## config.mk

```make
export PLATFORM = sky130hd
export DESIGN_NAME = stream_rr_arb
export DESIGN_NICKNAME = d
export VERILOG_FILES = /design/src/rtl/stream_arb_pkg.sv /design/src/rtl/rr_pick.sv /design/src/rtl/stream_rr_arb.sv
export SDC_FILE = /design/constraint.sdc
export NUM_CORES = 1
export LEC_CHECK = 0
export CORE_MARGIN = 2
export CORE_UTILIZATION = 37
export CTS_CLUSTER_DIAMETER = 50
export CTS_CLUSTER_SIZE = 8
export DETAILED_ROUTE_END_ITERATION = 10
export MAX_ROUTING_LAYER = met4
export PLACE_DENSITY = 0.82
export SYNTH_ARGS = -nofsm -noshare
export SYNTH_HDL_FRONTEND = slang
export SYNTH_HIERARCHICAL = 1
export SYNTH_SLANG_ARGS = --single-unit
```

## constraint.sdc

```tcl
create_clock -name clk -period 2.45 [get_ports clk]
set_clock_uncertainty 0.1 [all_clocks]
set_input_delay 0.3675 -clock clk [delete_from_list [all_inputs] [get_ports clk]]
set_output_delay 0.3675 -clock clk [all_outputs]
set_load 0.01 [all_outputs]
```

## src/rtl/stream_arb_pkg.sv

```systemverilog
// Shared types and constants for the stream round-robin arbiter.
package stream_arb_pkg;

    localparam int BEAT_CNT_W = 8;
    localparam int STATS_W    = 16;

    typedef enum logic {
        IDLE = 1'b0,
        BUSY = 1'b1
    } arb_state_e;

endpackage

```

## src/rtl/rr_pick.sv

```systemverilog
// Round-robin search: first set request at or above ptr, wrapping at N.
module rr_pick #(
    parameter int N = 4
) (
    input  logic [N-1:0]         req,
    input  logic [$clog2(N)-1:0] ptr,
    output logic                 any,
    output logic [$clog2(N)-1:0] idx
);

    localparam int IW = $clog2(N);

    logic          hit;
    int            p;
    logic [IW-1:0] pi;

    always_comb begin
        hit = 1'b0;
        idx = '0;
        p   = 0;
        pi  = '0;
        for (int j = 0; j < N; j++) begin
            p = int'(ptr) + j;
            if (p >= N) p = p - N;
            pi = IW'(p);
            if (!hit && req[pi]) begin
                hit = 1'b1;
                idx = pi;
            end
        end
        any = hit;
    end

endmodule

```

## src/rtl/stream_rr_arb.sv

```systemverilog
// N-to-1 stream arbiter with round-robin grants of up to BURST beats.
// Optional per-requester beat counters under STREAM_RR_ARB_STATS_EN.
module stream_rr_arb
    import stream_arb_pkg::*;
#(
    parameter int W     = 16,
    parameter int N     = 4,
    parameter int BURST = 4
) (
    input  logic                 clk,
    input  logic                 rst_n,
    input  logic [N*W-1:0]       s_data,
    input  logic [N-1:0]         s_valid,
    output logic [N-1:0]         s_ready,
    output logic [W-1:0]         m_data,
    output logic                 m_valid,
    input  logic                 m_ready,
    output logic [$clog2(N)-1:0] m_id
`ifdef STREAM_RR_ARB_STATS_EN
    ,
    input  logic                 stats_clr,
    output logic [N*16-1:0]      stats_beats
`endif
);

    localparam int IW = $clog2(N);

    arb_state_e            state, state_nx;
    logic [IW-1:0]         g, g_nx;
    logic [IW-1:0]         rr_ptr, ptr_nx;
    logic [BEAT_CNT_W-1:0] cnt, cnt_nx;

    logic [IW-1:0] g_inc;
    logic [N-1:0]  others;
    logic          idle_any, next_any;
    logic [IW-1:0] idle_idx, next_idx;
    logic          xfer;

    assign g_inc = (g == IW'(N - 1)) ? '0 : g + 1'b1;

    always_comb begin
        others    = s_valid;
        others[g] = 1'b0;
    end

    rr_pick #(.N(N)) u_idle_pick (
        .req (s_valid),
        .ptr (rr_ptr),
        .any (idle_any),
        .idx (idle_idx)
    );

    // Regrant search skips the current owner so it cannot win twice in a row
    rr_pick #(.N(N)) u_next_pick (
        .req (others),
        .ptr (g_inc),
        .any (next_any),
        .idx (next_idx)
    );

    assign xfer = (state == BUSY) && s_valid[g] && m_ready;

    always_comb begin
        m_valid = 1'b0;
        m_data  = '0;
        m_id    = '0;
        s_ready = '0;
        if (state == BUSY) begin
            m_valid    = s_valid[g];
            m_data     = s_data[g*W +: W];
            m_id       = g;
            s_ready[g] = m_ready;
        end
    end

    always_comb begin
        state_nx = state;
        g_nx     = g;
        cnt_nx   = cnt;
        ptr_nx   = rr_ptr;
        unique case (state)
            IDLE: begin
                if (idle_any) begin
                    state_nx = BUSY;
                    g_nx     = idle_idx;
                    cnt_nx   = '0;
                end
            end
            BUSY: begin
                if (!s_valid[g]) begin
                    state_nx = IDLE;
                    ptr_nx   = g_inc;
                end else if (m_ready) begin
                    if (cnt == BEAT_CNT_W'(BURST - 1)) begin
                        ptr_nx = g_inc;
                        cnt_nx = '0;
                        if (next_any) g_nx = next_idx;
                        else state_nx = IDLE;
                    end else begin
                        cnt_nx = cnt + 1'b1;
                    end
                end
            end
            default: state_nx = IDLE;
        endcase
    end

    always_ff @(posedge clk or negedge rst_n) begin
        if (!rst_n) begin
            state  <= IDLE;
            g      <= '0;
            cnt    <= '0;
            rr_ptr <= '0;
        end else begin
            state  <= state_nx;
            g      <= g_nx;
            cnt    <= cnt_nx;
            rr_ptr <= ptr_nx;
        end
    end

`ifdef STREAM_RR_ARB_STATS_EN
    for (genvar i = 0; i < N; i++) begin : g_stats
        logic [STATS_W-1:0] beats;

        always_ff @(posedge clk or negedge rst_n) begin
            if (!rst_n) begin
                beats <= '0;
            end else if (stats_clr) begin
                beats <= '0;
            end else if (xfer && g == IW'(i) && beats != '1) begin
                beats <= beats + 1'b1;
            end
        end

        assign stats_beats[i*16 +: 16] = beats;
    end
`endif

endmodule

```

# == After elaboration in Yosys (flattened, before gate mapping) ==
# Cells that the tools add are included.
# word_totals
ff_bits,13
latchBits,0
ram_bits,0
romBits,0
out_inout_bits,23
n_memories,0
# classes
n_addsub,16
mul,0
div_mod_pow,0
magnitude_cmp,18
eq_ne,9
shifts,1
mux,69
bitwise,4
reduce_logical,16
# op_table
operator,count
64-bit by 7-bit indexed part select with 16-bit output,1
2-bit 2-to-1 mux,26
8-bit 2-to-1 mux,4
2-bit by 3-bit less-than comparator with 1-bit output (second input constant),9
1-bit 2-to-1 mux,24
1-bit binary-select mux with 2-bit select,9
3-bit greater-or-equal comparator (second input constant),6
16-bit 2-to-1 mux,1
8-bit case mux with 2 select lines,1
2-bit by 1-bit subtractor with 2-bit output (second input constant),8
2-bit by 2-bit adder with 3-bit output (second input constant),4
8-bit by 1-bit adder with 8-bit output (second input constant),1
4-bit bitwise AND,2
8-bit by 2-bit == test with 1-bit output (second input constant),1
2-bit by 1-bit inequality test with 1-bit output (second input constant),4
1-bit logical AND,7
2-bit by 1-bit adder with 3-bit output (second input constant),2
2-bit by 3-bit greater-or-equal comparator with 1-bit output (second input constant),2
1-bit logical NOT,6
2-bit inequality test (second input constant),3
3-bit AND reduction,2
5-bit AND reduction,1
4-bit 2-to-1 mux,1
4-bit NOT,1
7 further kinds,7

# == Logic depth before layout (Yosys ltp) ==
# logic_depth
word_depth,23
depth_mapped,11
mapped_depth_nobuf,9

# == Modules after synthesis ==
# The synthesis kept the hierarchy.
# by_module_without_submodules
module,n_inst,cells_each,area_each_um2
stream_rr_arb,1,128,1337.5
rr_pick,2,15,77.6

# == Worst setup path before layout ==
# OpenSTA, ideal clock, no wires.
# synth_timing
path_kind,reg-to-reg
start,register g[1]
end,register g[0]
setup_ps,79
t_arrival_ps,2024
slack_ps,247
path_stages_with_launch,11
n_path_buf,2
cell_sequence,dfrtp_1 buf_4 clkbuf_1 inv_1 ha_1 nor2b_1 inv_1 a221o_1 a21oi_1 mux2i_1 mux2i_1
# synth_between
elab_chain_cells,23
elab_cells_between_ends,57
# synth_lines
element,line_no,rtl
"start, declared",stream_rr_arb.sv:29,"logic [IW-1:0] g, g_nx;"
"start signal, assigned",stream_rr_arb.sv:116,g <= g_nx;
2-bit by 3-bit less-than comparator with 1-bit output (implied by the code) or 2-bit by 1-bit greater-or-equal comparator with 1-bit output (tied branches),stream_rr_arb.sv:43,others[g] = 1'b0;
1-bit logical AND (implied by the code),stream_rr_arb.sv:43,
1-bit 2-to-1 mux (implied by the code),stream_rr_arb.sv:43,
1-bit demux with 2-bit select (*),stream_rr_arb.sv:43,
4-bit NOT (no source line) (*),n/a,
4-bit bitwise AND (no source line) (*),n/a,
named net others[1],stream_rr_arb.sv:34,logic [N-1:0] others;
1-bit binary-select mux with 2-bit select,rr_pick.sv:26,if (!hit && req[pi]) begin
[9 not listed],n/a,
1-bit logical AND,rr_pick.sv:26,
2-bit 2-to-1 mux (*),rr_pick.sv:26,
named net next_idx[0],stream_rr_arb.sv:36,"logic [IW-1:0] idle_idx, next_idx;"
2-bit 2-to-1 mux (*),stream_rr_arb.sv:97,if (next_any) g_nx = next_idx;
2-bit 2-to-1 mux (*),stream_rr_arb.sv:94,if (cnt == BEAT_CNT_W'(BURST - 1)) begin
2-bit 2-to-1 mux (*),stream_rr_arb.sv:93,end else if (m_ready) begin
2-bit 2-to-1 mux (*),stream_rr_arb.sv:90,if (!s_valid[g]) begin
2-bit case mux with 2 select lines (*),stream_rr_arb.sv:81,unique case (state)
# Mark *: on every way through the listed nets, which the timed path passes. The rest lies on a longest branch. The select of a mux whose other input is x is not followed.
# A chain may end at the register's enable or synchronous reset.

# == Worst setup path in the final report ==
# layout_timing
start,register g[0]
end,output m_data[7]
# layout_between
elab_chain_cells,2
# layout_lines
element,line_no,rtl
64-bit by 7-bit indexed part select with 16-bit output,stream_rr_arb.sv:70,m_data = s_data[g*W +: W];
16-bit 2-to-1 mux,stream_rr_arb.sv:68,if (state == BUSY) begin
"end, declared",stream_rr_arb.sv:15,"output logic [W-1:0] m_data,"
# No other way between the ends.

==> impl_metrics.ini <==
[outcome]
status = complete, no violations

[layout]
multiInputGateArea_mm2 = 0.00107
final_cell_count_no_fill = 318
final_nets = 345
drive_above_1_share_pct = 17.9
final_util_pct = 67.6
area_delta_synth_final_pct = 78.5
regArea_um2 = 325
fill_cells = 324
antenna_cells = 0
finalInstanceArea_mm2 = 0.00267

[power_and_ir_drop]
p_sw_share_pct = 38.5
p_int_mw = 1.43
power_mw = 2.33
p_seq_share_pct = 13.8
power.density_mw_per_mm2 = 875
p_comb_share_pct = 77.9
p_leak_nw = 1.15
power.switching_uw = 897
power.share.clock_pct = 8.3
ir_worst_vdd_uv = 650

[timing]
setup_viol = 0
slew_headroom_pct = 60.3
fmax_mhz = 425
period_minus_slack_ns = 2.35
fin_ws_ns = 0.0997
rsz0062_at_grt = no
drv_slew = 0
whs_ns = 0.396
setup_tns_ns = 0
fin_crit_sh_pct = 95.9
worst_pin_slew_ns = 0.594
hold_violations = 0

[cts]
clkLatencyLatePin_ns = 0.25
clockRootBuffer = clkbuf_8
numCtsBuffers = 3
htreeDepth = 1
cts_tree = built
hold_buffers = 0
numClockSinks = 13
clkTransAtPathRegs_ns = 0.06
clock_path_buffers = 2

[yosys]
syn_area_mm2 = 0.00149
yosysSeqAreaShare_pct = 21.8
synth_seq_cells = 13
yosys_warnings = 6
synth_area_leader_cell = mux4_2
syn_nets = 234
synth_area_leaders = mux4_2 26%, dfrtp_1 22%, and2_1 8.0%
synth_cells = 158
synthDistinctLibCells = 33
syn_area_per_cell_um2 = 9.45
yosysTopAreaCellShare_pct = 25.6

[routing]
vias = 1694
drtIter0Drc = 76
wl_um = 4980
drtAntennaViolNets = 0
drt-wirelength-per-cell_um = 15.7
drc = 0
vias_per_cell = 5.33
firstDrtPassIters = 4

[placement]
dpl.cell_count = 306
dpl.hpwl_um = 3920
placement.cell_area_mm2 = 0.00256
io_buffers = 93
dp_slack_ns = 0.0227
place.gp.congestion = 0.896

[global_routing]
grt_max_degree = 23
grt_pass1_wl_um = 7410
grt_overflow = 0
track_usage_pct = 22.2
grt_pass1_vias = 1557
antenna_found_initial = 0

[die]
die_h_um = 67.5
die_w_um = 67.5
dieArea_mm2 = 0.00456
start_util_pct = 37.9
num_rows = 23
pin_count = 94
core_area_mm2 = 0.00394

[critical_path]
worst_setup_path_start_kind = register
crit_required_ns = 1.98
critPathMaxFanout = 9
cp.arrival_ns = 1.88
path_class = reg2out
cp-end-kind = output port

[flow_run]
drv_cap = 0

[worst_hold_path]
worstHoldPathType = in2async
[state kept, by name, summed over array words and instances (netlist names)]
signal / flops
rr_ptr: 2
cnt: 8
state: 1
g: 2
[placed cells by master, fill, tap and decap left out, types with 3 or more instances in the layout]
| master | n |
|---|---|
| and3_1 | 5 |
| clkdlybuf4s50_1 | 78 |
| ha_1 | 5 |
| mux4_2 | 17 |
| o21ai_0 | 7 |
| mux2i_1 | 4 |
| buf_4 | 21 |
| or3_1 | 3 |
| nand2_1 | 6 |
| nor2b_1 | 5 |
| nand2b_1 | 3 |
| nor2_1 | 6 |
| inv_1 | 11 |
| dlygate4sd2_1 | 15 |
| nand3_1 | 12 |
| a21oi_1 | 9 |
| dfrtp_1 | 13 |
| clkbuf_8 | 3 |
| and2_1 | 19 |
[synthesized netlist by cell type]
master    instances
nand3_2           1
nand3b_1          2
inv_1            11
ha_1              5
buf_4             3
o211ai_1          2
o21ai_0           7
nor2b_1           5
and3_1            5
nand2b_1          3
a21bo_2           1
nor2_1            6
a21oi_1           9
xnor2_1           2
mux2_1            2
o31ai_1           1
or3_1             3
mux2i_1           4
nor3_1            2
nand3_1          12
mux4_2           17
nand2_1           6
a32o_1            1
dfrtp_1          13
clkbuf_1          6
o221ai_1          2
o31a_1            1
buf_2             1
a221o_1           2
inv_2             2
a31o_2            1
nand4_1           1
and2_1           19
[critical path, cell delays in order, from the launching register on]
cell and delay (ns):
dfrtp_1 0.39, buf_12 0.14, mux4_2 0.48, and2_1 0.16, clkdlybuf4s50_1 0.47
[layout make-up]
| class | instances | area share (%) |
|---|---|---|
| clock buffer | 4 | 1.69 |
| inverter | 13 | 1.83 |
| multi-input combinational | 122 | 40.1 |
| sequential | 13 | 12.2 |
| tap | 50 | 2.35 |
| timing repair buffer | 116 | 41.8 |
[layer usage]
layer | GRT usage (%) | vias up | wire length, um
met1 | 25.5 | 801 | 1990
met2 | 37.6 | 78 | 2360
met5 | - | - | 0
met4 | 5.87 | 0 | 100
li1 | - | 803 | -
met3 | 6.50 | 12 | 534
[worst paths after layout]
check	from	endpoint	slack, ns	cells past startpoint
max in group asynchronous	rst_n	cnt[6]	1.46	1
hold / removal	rst_n	cnt[3]	0.40	1
setup / recovery	g[0]	m_data[7]	0.1	4
min in group clk	cnt[0]	cnt[0]	0.41	1
setup reg to reg	g[1]	g[0]	0.28	9
hold reg to reg	cnt[0]	cnt[0]	0.41	1
[kinds of logic (layout without fill, tap and decap cells)]
family | count (synthesis) | count (layout) | share of synthesized area [%]
compound gates | 27 | 27 | 11.9
simple gates | 65 | 65 | 24.5
fa+ha+maj | 5 | 5 | 4.19
xor+xnor | 2 | 2 | 1.17
buf+inv | 23 | 133 | 6.62
flops | 13 | 13 | 21.8
mux | 23 | 23 | 29.8
[power groups by stage]
stage | Combinational (mW) | Clock (mW) | Sequential (mW)
2_1_floorplan | 1.05 | 0 | 0.320
3_3_place_gp | 1.78 | 0 | 0.321
3_5_place_dp | 1.80 | 0 | 0.322
4_1_cts | 1.70 | 0.200 | 0.319
5_1_grt | 1.98 | 0.207 | 0.329
6_report | 1.82 | 0.194 | 0.321
[timing repair]
item / CTS / global route
gates cloned: 0 / 1
endpoints found under the setup margin: 15 / 2
setup buffers: 0 / 7
gates resized for setup: 15 / 0
Power figures use the tool's default switching activity.
